`config.mk`:
```
export PLATFORM = sky130hd
export DESIGN_NAME = lfsr_prng
export DESIGN_NICKNAME = d
export VERILOG_FILES = /design/src/rtl/lfsr_prng.sv
export SDC_FILE = /design/constraint.sdc
export NUM_CORES = 1
export LEC_CHECK = 0
export ABC_AREA = 1
export CAP_MARGIN = 20
export CORE_ASPECT_RATIO = 2
export CORE_MARGIN = 3
export CORE_UTILIZATION = 47
export CTS_CLUSTER_DIAMETER = 80
export CTS_CLUSTER_SIZE = 12
export DETAILED_ROUTE_END_ITERATION = 8
export GPL_ROUTABILITY_DRIVEN = 0
export GPL_TIMING_DRIVEN = 0
export PLACE_DENSITY = 0.89
export SYNTH_ARGS = -nofsm -noshare
export SYNTH_HDL_FRONTEND = slang
export SYNTH_SLANG_ARGS = --single-unit
```
`constraint.sdc`:
```
create_clock -name clk -period 3.9 [get_ports clk]
set_clock_uncertainty 0.15 [all_clocks]
set_input_delay 1.17 -clock clk [delete_from_list [all_inputs] [get_ports clk]]
set_output_delay 1.17 -clock clk [all_outputs]
set_load 0.01 [all_outputs]
```
`src/rtl/lfsr_prng.sv`:
```
// lfsr_prng: parametrised LFSR pseudo-random word generator.
// Runtime Fibonacci/Galois selection, seed load, zero lock-up recovery to SEED,
// and a valid/ready output stream that holds the word until it is accepted.
// Optional feature macro LFSR_PERIOD_CNT_EN adds period_cnt/period_wrap, which
// count advances since the last reset/load and flag a return to the loaded seed.
module lfsr_prng #(
    parameter int unsigned WIDTH = 32,
    parameter logic [63:0] TAPS  = 64'h0000_0000_8020_0003,
    parameter logic [63:0] SEED  = 64'd1
) (
    input  logic             clk,
    input  logic             rst,
    input  logic             en,
    input  logic             mode,
    input  logic             load,
    input  logic [WIDTH-1:0] seed_in,
    output logic             out_valid,
    input  logic             out_ready,
    output logic [WIDTH-1:0] q,
    output logic             lock_err
`ifdef LFSR_PERIOD_CNT_EN
    ,
    output logic [WIDTH-1:0] period_cnt,
    output logic             period_wrap
`endif
);

    // Tap mask and seed are carried in 64-bit containers and cut to WIDTH here.
    localparam logic [WIDTH-1:0] TAPS_W = TAPS[WIDTH-1:0];
    localparam logic [WIDTH-1:0] SEED_W = SEED[WIDTH-1:0];

    localparam logic [0:0] ST_IDLE = 1'b0;
    localparam logic [0:0] ST_RUN  = 1'b1;

    if (WIDTH < 4 || WIDTH > 64) begin : g_bad_width
        $error("lfsr_prng: WIDTH must be within 4..64");
    end
    if (SEED_W == '0) begin : g_bad_seed
        $error("lfsr_prng: SEED must be nonzero (an all-zero LFSR never leaves zero)");
    end

    logic [0:0]       fsm_q, fsm_d;
    logic [WIDTH-1:0] lfsr_q, lfsr_d;
    logic             lock_err_q, lock_err_d;

    logic             accept;
    logic             fb;
    logic [WIDTH-1:0] tap_bits;
    logic [WIDTH-1:0] fib_next;
    logic [WIDTH-1:0] gal_next;
    logic [WIDTH-1:0] cand;
    logic             update;

    // Per-bit tap gating; the Fibonacci feedback is the XOR of these terms.
    genvar gi;
    for (gi = 0; gi < WIDTH; gi++) begin : g_taps
        assign tap_bits[gi] = TAPS_W[gi] & lfsr_q[gi];
    end
    assign fb = ^tap_bits;

    assign out_valid = (fsm_q == ST_RUN);
    assign q         = lfsr_q;
    assign lock_err  = lock_err_q;
    assign accept    = out_valid & out_ready;

    // Next state: load beats advance; any zero result is replaced by SEED.
    always_comb begin
        fib_next   = {fb, lfsr_q[WIDTH-1:1]};
        gal_next   = (lfsr_q >> 1) ^ ({WIDTH{lfsr_q[0]}} & TAPS_W);
        cand       = lfsr_q;
        update     = 1'b0;
        if (load) begin
            cand   = seed_in;
            update = 1'b1;
        end else if (accept) begin
            cand   = mode ? gal_next : fib_next;
            update = 1'b1;
        end
        lfsr_d     = cand;
        lock_err_d = 1'b0;
        if (update && cand == '0) begin
            lfsr_d     = SEED_W;
            lock_err_d = 1'b1;
        end
    end

    // Stream FSM: IDLE waits for en; RUN holds the word until it is taken,
    // and drops back to IDLE only on an accept seen with en low.
    always_comb begin
        fsm_d = fsm_q;
        case (fsm_q)
            ST_IDLE: if (en) fsm_d = ST_RUN;
            ST_RUN:  if (accept && !en) fsm_d = ST_IDLE;
            default: fsm_d = ST_IDLE;
        endcase
    end

    // State registers with synchronous reset.
    always_ff @(posedge clk) begin
        if (rst) begin
            fsm_q      <= ST_IDLE;
            lfsr_q     <= SEED_W;
            lock_err_q <= 1'b0;
        end else begin
            fsm_q      <= fsm_d;
            lfsr_q     <= lfsr_d;
            lock_err_q <= lock_err_d;
        end
    end

`ifdef LFSR_PERIOD_CNT_EN
    logic [WIDTH-1:0] period_cnt_q, period_cnt_d;
    logic [WIDTH-1:0] ref_seed_q, ref_seed_d;
    logic             period_wrap_q, period_wrap_d;

    assign period_cnt  = period_cnt_q;
    assign period_wrap = period_wrap_q;

    // Advance counter; restarts on load, recovery, or return to the reference seed.
    always_comb begin
        period_cnt_d  = period_cnt_q;
        ref_seed_d    = ref_seed_q;
        period_wrap_d = 1'b0;
        if (load) begin
            period_cnt_d = '0;
            ref_seed_d   = lfsr_d;
        end else if (accept) begin
            if (lock_err_d) begin
                period_cnt_d = '0;
            end else if (lfsr_d == ref_seed_q) begin
                period_cnt_d  = '0;
                period_wrap_d = 1'b1;
            end else begin
                period_cnt_d = period_cnt_q + 1'b1;
            end
        end
    end

    // Counter registers with synchronous reset.
    always_ff @(posedge clk) begin
        if (rst) begin
            period_cnt_q  <= '0;
            ref_seed_q    <= SEED_W;
            period_wrap_q <= 1'b0;
        end else begin
            period_cnt_q  <= period_cnt_d;
            ref_seed_q    <= ref_seed_d;
            period_wrap_q <= period_wrap_d;
        end
    end
`endif

endmodule

```
==> results of run 1 <==
metrics by stage:
stage,std cells,util [%]
after floorplan,315,-
after global placement,435,69.1
after detailed placement,435,69.1
after CTS,443,71.4
after global routing,443,71.4
final,443,71.4
layout by cell type (no fill, tap or decap), drive strengths merged:
master           n
a21oi            7
and2             1
buf             16
clkbuf          11
clkdlybuf4s50   69
clkinv           1
dfxtp           34
inv             16
nand2          103
nand3           63
nor2            43
o21ai            4
or2             24
kinds of logic (layout without fill, tap and decap cells):
logic type | Yosys count | after routing | share of synthesized area, %
flops | 34 | 34 | 34.8
simple gates | 234 | 234 | 52.6
compound gates | 11 | 11 | 2.81
buf+inv | 36 | 113 | 9.78
how the worst max path moves through the flow:
stage	start	endpoint	slack, ns
2_1_floorplan	load	q[12]	1.17
3_3_place_gp	mode	q[25]	0.74
3_5_place_dp	mode	q[26]	0.69
4_1_cts	mode	q[9]	0.97
5_1_grt	mode	q[3]	0.76
6_report	mode	q[26]	0.97
worst min-delay path: cells and delay by family, from the launching register on:
family	cells	cell delay, ns
AND/OR/NAND/NOR	4	0.23
flip-flops	1	0.33
layer usage:
layer	track usage, %	vias to the layer above	routed length (um)
met4	12.1	0	188
met5	0	-	0
met3	4.45	24	406
met2	49.6	115	3740
met1	28.2	1079	2050
li1	-	1143	-
area by class of cell:
type | count | share of cell area [%]
Multi-Input combinational cell | 245 | 38.7
Timing Repair Buffer | 69 | 24.6
Sequential cell | 34 | 24.3
Buffer | 20 | 4.69
Clock buffer | 7 | 3.08
Tap cell | 51 | 2.28
Inverter | 16 | 2.14
Clock inverter | 1 | 0.179
report_power, final:
part	internal, mW	leakage (nW)	switching, mW	total (mW)
registers	0.372	0.282	0.0231	0.395
clock network	0.142	0.0482	0.129	0.272
logic	0.125	0.909	0.122	0.247
total	0.639	1.24	0.275	0.914
state kept, by name, summed over array words and instances, names as in the netlist:
register   cells
q             32
lock_err       1
out_valid      1
==> flow_summary.yaml, run 1 <==
sta:
  setup_slack_ns: 0.967
  worst_pin_slew_ns: 0.458
  worst_hold_slack_ns: 0.456
  rsz0062_at_grt: "false"
  finalHoldViolCount: 0
  slew_headroom_pct: 69.5
  slew_violations: 0
  period_minus_slack_ns: 2.93
  finalSetupTns_ns: 0
  period_share_pct: 75.2
  setup_violations: 0
  max_freq_ghz: 0.341
critical_path:
  critPathBufInv: 2
  startpoint_type: "input pin"
  crit_top_cell: "nand2_1"
  r2r_end: "q[26]"
  critPathTopFamily: "simple AND/OR/NAND/NOR gates"
  path_class: "in -> reg"
  rrSetupSlack_ns: 1.58
  critPathRequiredTime_ns: 3.93
  endpoint_kind: "register"
  cp_max_fo: 10
  path_depth: 14
  max_stage_delay_ns: 0.54
  critPathSlowestCell: "clkdlybuf4s50_1"
  reg2reg_from: "out_valid"
  cp.arrival_ns: 2.97
  cp_cell_sequence: "clkdlybuf4s50_1 -> nand2_1 -> nand2_1 -> nand2_1 -> nand2_1 -> nand2_1 -> nand2_1 -> nor2_1 -> nand2_1 -> nor2_1 -> nand3_2 -> nand2_2 -> buf_6 -> nor2_1"
  reg2regPathDepth: 14
die:
  die_h_um: 97.3
  std_cell_rows: 32
  die_w_um: 51.6
  start_util_pct: 49.9
  io_pins: 72
  die_area_sq_um: 5020
  core_sq_um: 3920
clocking:
  post_cts_buffers: 0
  cts_buffers: 5
  holdBufCountCts: 0
  cts_root_buffer: "clkbuf_8"
  cts_resized: 0
  worstSkewPairLatency_ns: 0.29
  cts.path.max_buffers: 2
  clk_pin_slew_ns: 0.07
  clkSinkCount: 34
  htree_levels: 2
  cts_tree: "yes"
finish:
  fillerInstances: 369
  seqCellArea_sq_um: 681
  nets: 429
  n_antenna_cell: 0
  final_area_sq_um: 2800
  multiInputGateArea_sq_um: 1080
  drive_gt1_share_pct: 7.14
  syn2layout_area_growth_pct: 43.2
place:
  hpwl_um: 4880
  pre_cts_ws_ns: 0.691
  placed_area_sq_um: 2710
  port_buffers: 69
run:
  drv_cap: 0
grt:
  grtUsageTotal_pct: 27.0
  grt_pass1_vias: 2269
  grt_max_degree: 11
  grt_pass1_wl_um: 10500
  antenna_found_initial: 0
  grt_overflow: 0
yosys:
  synthTopCellsByCount: "nand2_1, nand3_1, nor2_1"
  ys_warn_count: 0
  synthFlopType: "dfxtp_1"
  syn-cell-area_sq_um: 1960
  synth_seq_cells: 34
  synth_top_cell_by_area: "dfxtp_1"
  synth_area_leaders: "dfxtp_1, nand2_1, nand3_1, nor2_1, or2_1"
  synth_cells: 315
  netlist.area_leader.share_pct: 34.8
  synth.avg_cell_area_sq_um: 6.21
  ys_seq_area_share_pct: 34.8
  ys_async_sr_fraction_pct: 0
  synth_fp_nets: 353
  synth-edff-count: 0
  ys_types: 18
  synth.most_common_cell: "nand2_1"
min_path:
  min_from: "q[18]"
  hold_end: "q[18]"
  hp-class: "reg -> reg"
  hold_depth: 4
drt:
  vias_per_cell: 5.33
  drt_iter0_drc: 81
  ant_nets: 0
  dr_total_vias: 2361
  drt_pass1_iterations: 4
  wl_um: 6380
  wire_per_inst_um: 14.4
  remaining_drc_errors: 0
pwr:
  p_per_area_nw_per_um2: 326
  power_uw: 914
  p_leak_nw: 1.24
  peakVddDrop_v: 0.000342
outcome:
  outcome: "finished, final reports clean"
Note: power is estimated with default switching activity, not from simulation.
==> inputs of run 2 (changes only) <==
--- a/config.mk
+++ b/config.mk
@@ -9,13 +9,13 @@
 export CAP_MARGIN = 20
 export CORE_ASPECT_RATIO = 2
 export CORE_MARGIN = 3
-export CORE_UTILIZATION = 47
+export CORE_UTILIZATION = 40
 export CTS_CLUSTER_DIAMETER = 80
 export CTS_CLUSTER_SIZE = 12
 export DETAILED_ROUTE_END_ITERATION = 8
 export GPL_ROUTABILITY_DRIVEN = 0
 export GPL_TIMING_DRIVEN = 0
-export PLACE_DENSITY = 0.89
+export PLACE_DENSITY = 0.81
 export SYNTH_ARGS = -nofsm -noshare
 export SYNTH_HDL_FRONTEND = slang
 export SYNTH_SLANG_ARGS = --single-unit
==> constraint.sdc (replaced) <==
create_clock -name clk -period 2.5 [get_ports clk]
set_clock_uncertainty 0.15 [all_clocks]
set_input_delay 0.75 -clock clk [delete_from_list [all_inputs] [get_ports clk]]
set_output_delay 0.75 -clock clk [all_outputs]
set_load 0.01 [all_outputs]
==> run 2 against run 1 <==
Worst hold slack got worse by 0.0048 ns. Die area is 16% higher. Sequential share of layout area down 0.32 points. Via count shrank 0.97%.
==> flow_summary.yaml, run 2 (synthesis gave the netlist of run 1 again) <==
outcome:
  outcome: "finished, final reports clean"
drt:
  dr_total_vias: 2338
  remaining_drc_errors: 0
  drt_pass1_iterations: 4
  route.top_layer_used: "met4"
  met1_length_um: 2130
  met3_length_um: 392
  vias_per_cell: 5.22
  wl_met2_um: 3550
  wl_um: 6420
  ant_nets: 0
  drt_iter0_drc: 85
  wire_per_inst_um: 14.3
clocking:
  htree_levels: 2
  cts_buffers: 5
  clk_pin_slew_ns: 0.06
  cts.path.max_buffers: 2
  cts_root_buffer: "clkbuf_8"
  cts_tree: "yes"
  clkSinkCount: 34
  worstSkewPairLatency_ns: 0.28
finish:
  seqCellArea_sq_um: 681
  largest_reg_flops: 32
  drive_gt1_share_pct: 7.89
  final_common_cell: "nand2_1"
  syn2layout_area_growth_pct: 45.1
  layout_common_cells: "nand2_1, clkdlybuf4s50_1, nand3_1, nor2_1, dfxtp_1"
  fillerInstances: 457
  final_area_sq_um: 2840
  n_antenna_cell: 0
  nets: 430
  multiInputGateArea_sq_um: 1090
die:
  die_h_um: 105
  die_area_sq_um: 5820
  die_w_um: 55.5
  std_cell_rows: 35
  io_pins: 72
  core_sq_um: 4690
  start_util_pct: 41.8
critical_path:
  path_class: "in -> reg"
  critPathSlowestCell: "clkdlybuf4s50_1"
  startpoint_type: "input pin"
  critPathRequiredTime_ns: 2.53
  critPathBufInv: 2
  cp_cell_sequence: "clkdlybuf4s50_1 -> or2_1 -> nand2_1 -> nand2_1 -> nor2_1 -> nand2_1 -> nor2_1 -> nand3_2 -> nand2_4 -> buf_6 -> nor2_1"
  cp.arrival_ns: 2.41
  max_stage_delay_ns: 0.43
  cp_max_fo: 10
  endpoint_kind: "register"
  path_depth: 11
  reg2regPathDepth: 14
  critPathTopFamily: "simple AND/OR/NAND/NOR gates"
grt:
  grt_pass1_wl_um: 10500
  antenna_found_initial: 0
  grt_pass1_vias: 2384
  grtUsageTotal_pct: 22.4
  grt_overflow: 0
  grt_max_degree: 11
place:
  placed_area_sq_um: 2720
  hpwl_um: 4950
  port_buffers: 69
  pre_cts_ws_ns: -0.254
pwr:
  peakVddDrop_v: 0.000585
  p_per_area_nw_per_um2: 501
  power_mw: 1.42
  p_leak_nw: 1.27
sta:
  worst_pin_slew_ns: 0.498
  setup_violations: 0
  period_share_pct: 95.1
  max_freq_ghz: 0.421
  finalSetupTns_ns: 0
  slew_violations: 0
  period_minus_slack_ns: 2.38
  worst_hold_slack_ns: 0.452
  slew_headroom_pct: 66.8
  finalHoldViolCount: 0
  setup_slack_ns: 0.122
run:
  drv_cap: 0
min_path:
  hp-class: "reg -> reg"
  hold_depth: 4
## run 2: cell count changes in the layout (fill, tap and decap cells not counted), moves of 2 or more
cell and change:
buf_6 +2, clkbuf_1 -2, clkbuf_2 +2, nand2_2 -2
nand2_4 +2
## run 2: what timing repair did
| action | CTS | global route |
|---|---|---|
| buffers inserted | 0 | 1 |
| gates resized for setup | 0 | 10 |
| endpoints found under the setup margin | 0 | 30 |
| hold buffers | 0 | 0 |
## run 2: worst register-to-register path: stages, from the launching register on
cell      delay, ns
dfxtp_1        0.35
buf_4          0.19
nand2_4        0.11
clkbuf_4       0.22
nand2_1        0.07
nand3_1        0.06
nand2_1        0.09
nand2_1        0.07
nor2_1         0.15
nand2_1        0.08
nor2_1         0.14
nand3_2        0.14
nand2_4        0.12
buf_6          0.16
nor2_1         0.05
## run 2: final cells by class
class                      count  area share [%]
tap                           55            2.42
inverter                      16            2.11
buffer                        20            5.07
clock inverter                 1           0.176
clock buffer                   7            3.04
multi-input combinational    245            38.5
sequential                    34            24.0
timing repair buffer          70            24.7
## run 2: stage by stage
step                util (%)  std cells
floorplan                  -        315
global placement        58.0        439
detailed placement      58.0        439
CTS                     59.9        447
global route            60.6        448
finish                  60.6        448
## run 2: final timing paths
path	start	endpoint	slack [ns]
worst max-delay path	seed_in[2]	q[9]	0.12
worst min-delay path	q[18]	q[18]	0.45
worst max register to register	out_valid	q[9]	0.25
worst min register to register	q[18]	q[18]	0.45
## run 2: power breakdown
part / internal, mW / switching [mW]
Sequential: 0.581 / 0.0363
Clock: 0.222 / 0.196
Combinational: 0.197 / 0.191
Total: 1.00 / 0.423
## run 2: routing by layer
layer  vias to the layer above  global-route usage (%)
li1                       1145                       -
met1                      1063                    20.6
met2                       101                    43.0
met3                        29                    3.58
met4                         0                    14.6
met5                         -                       0
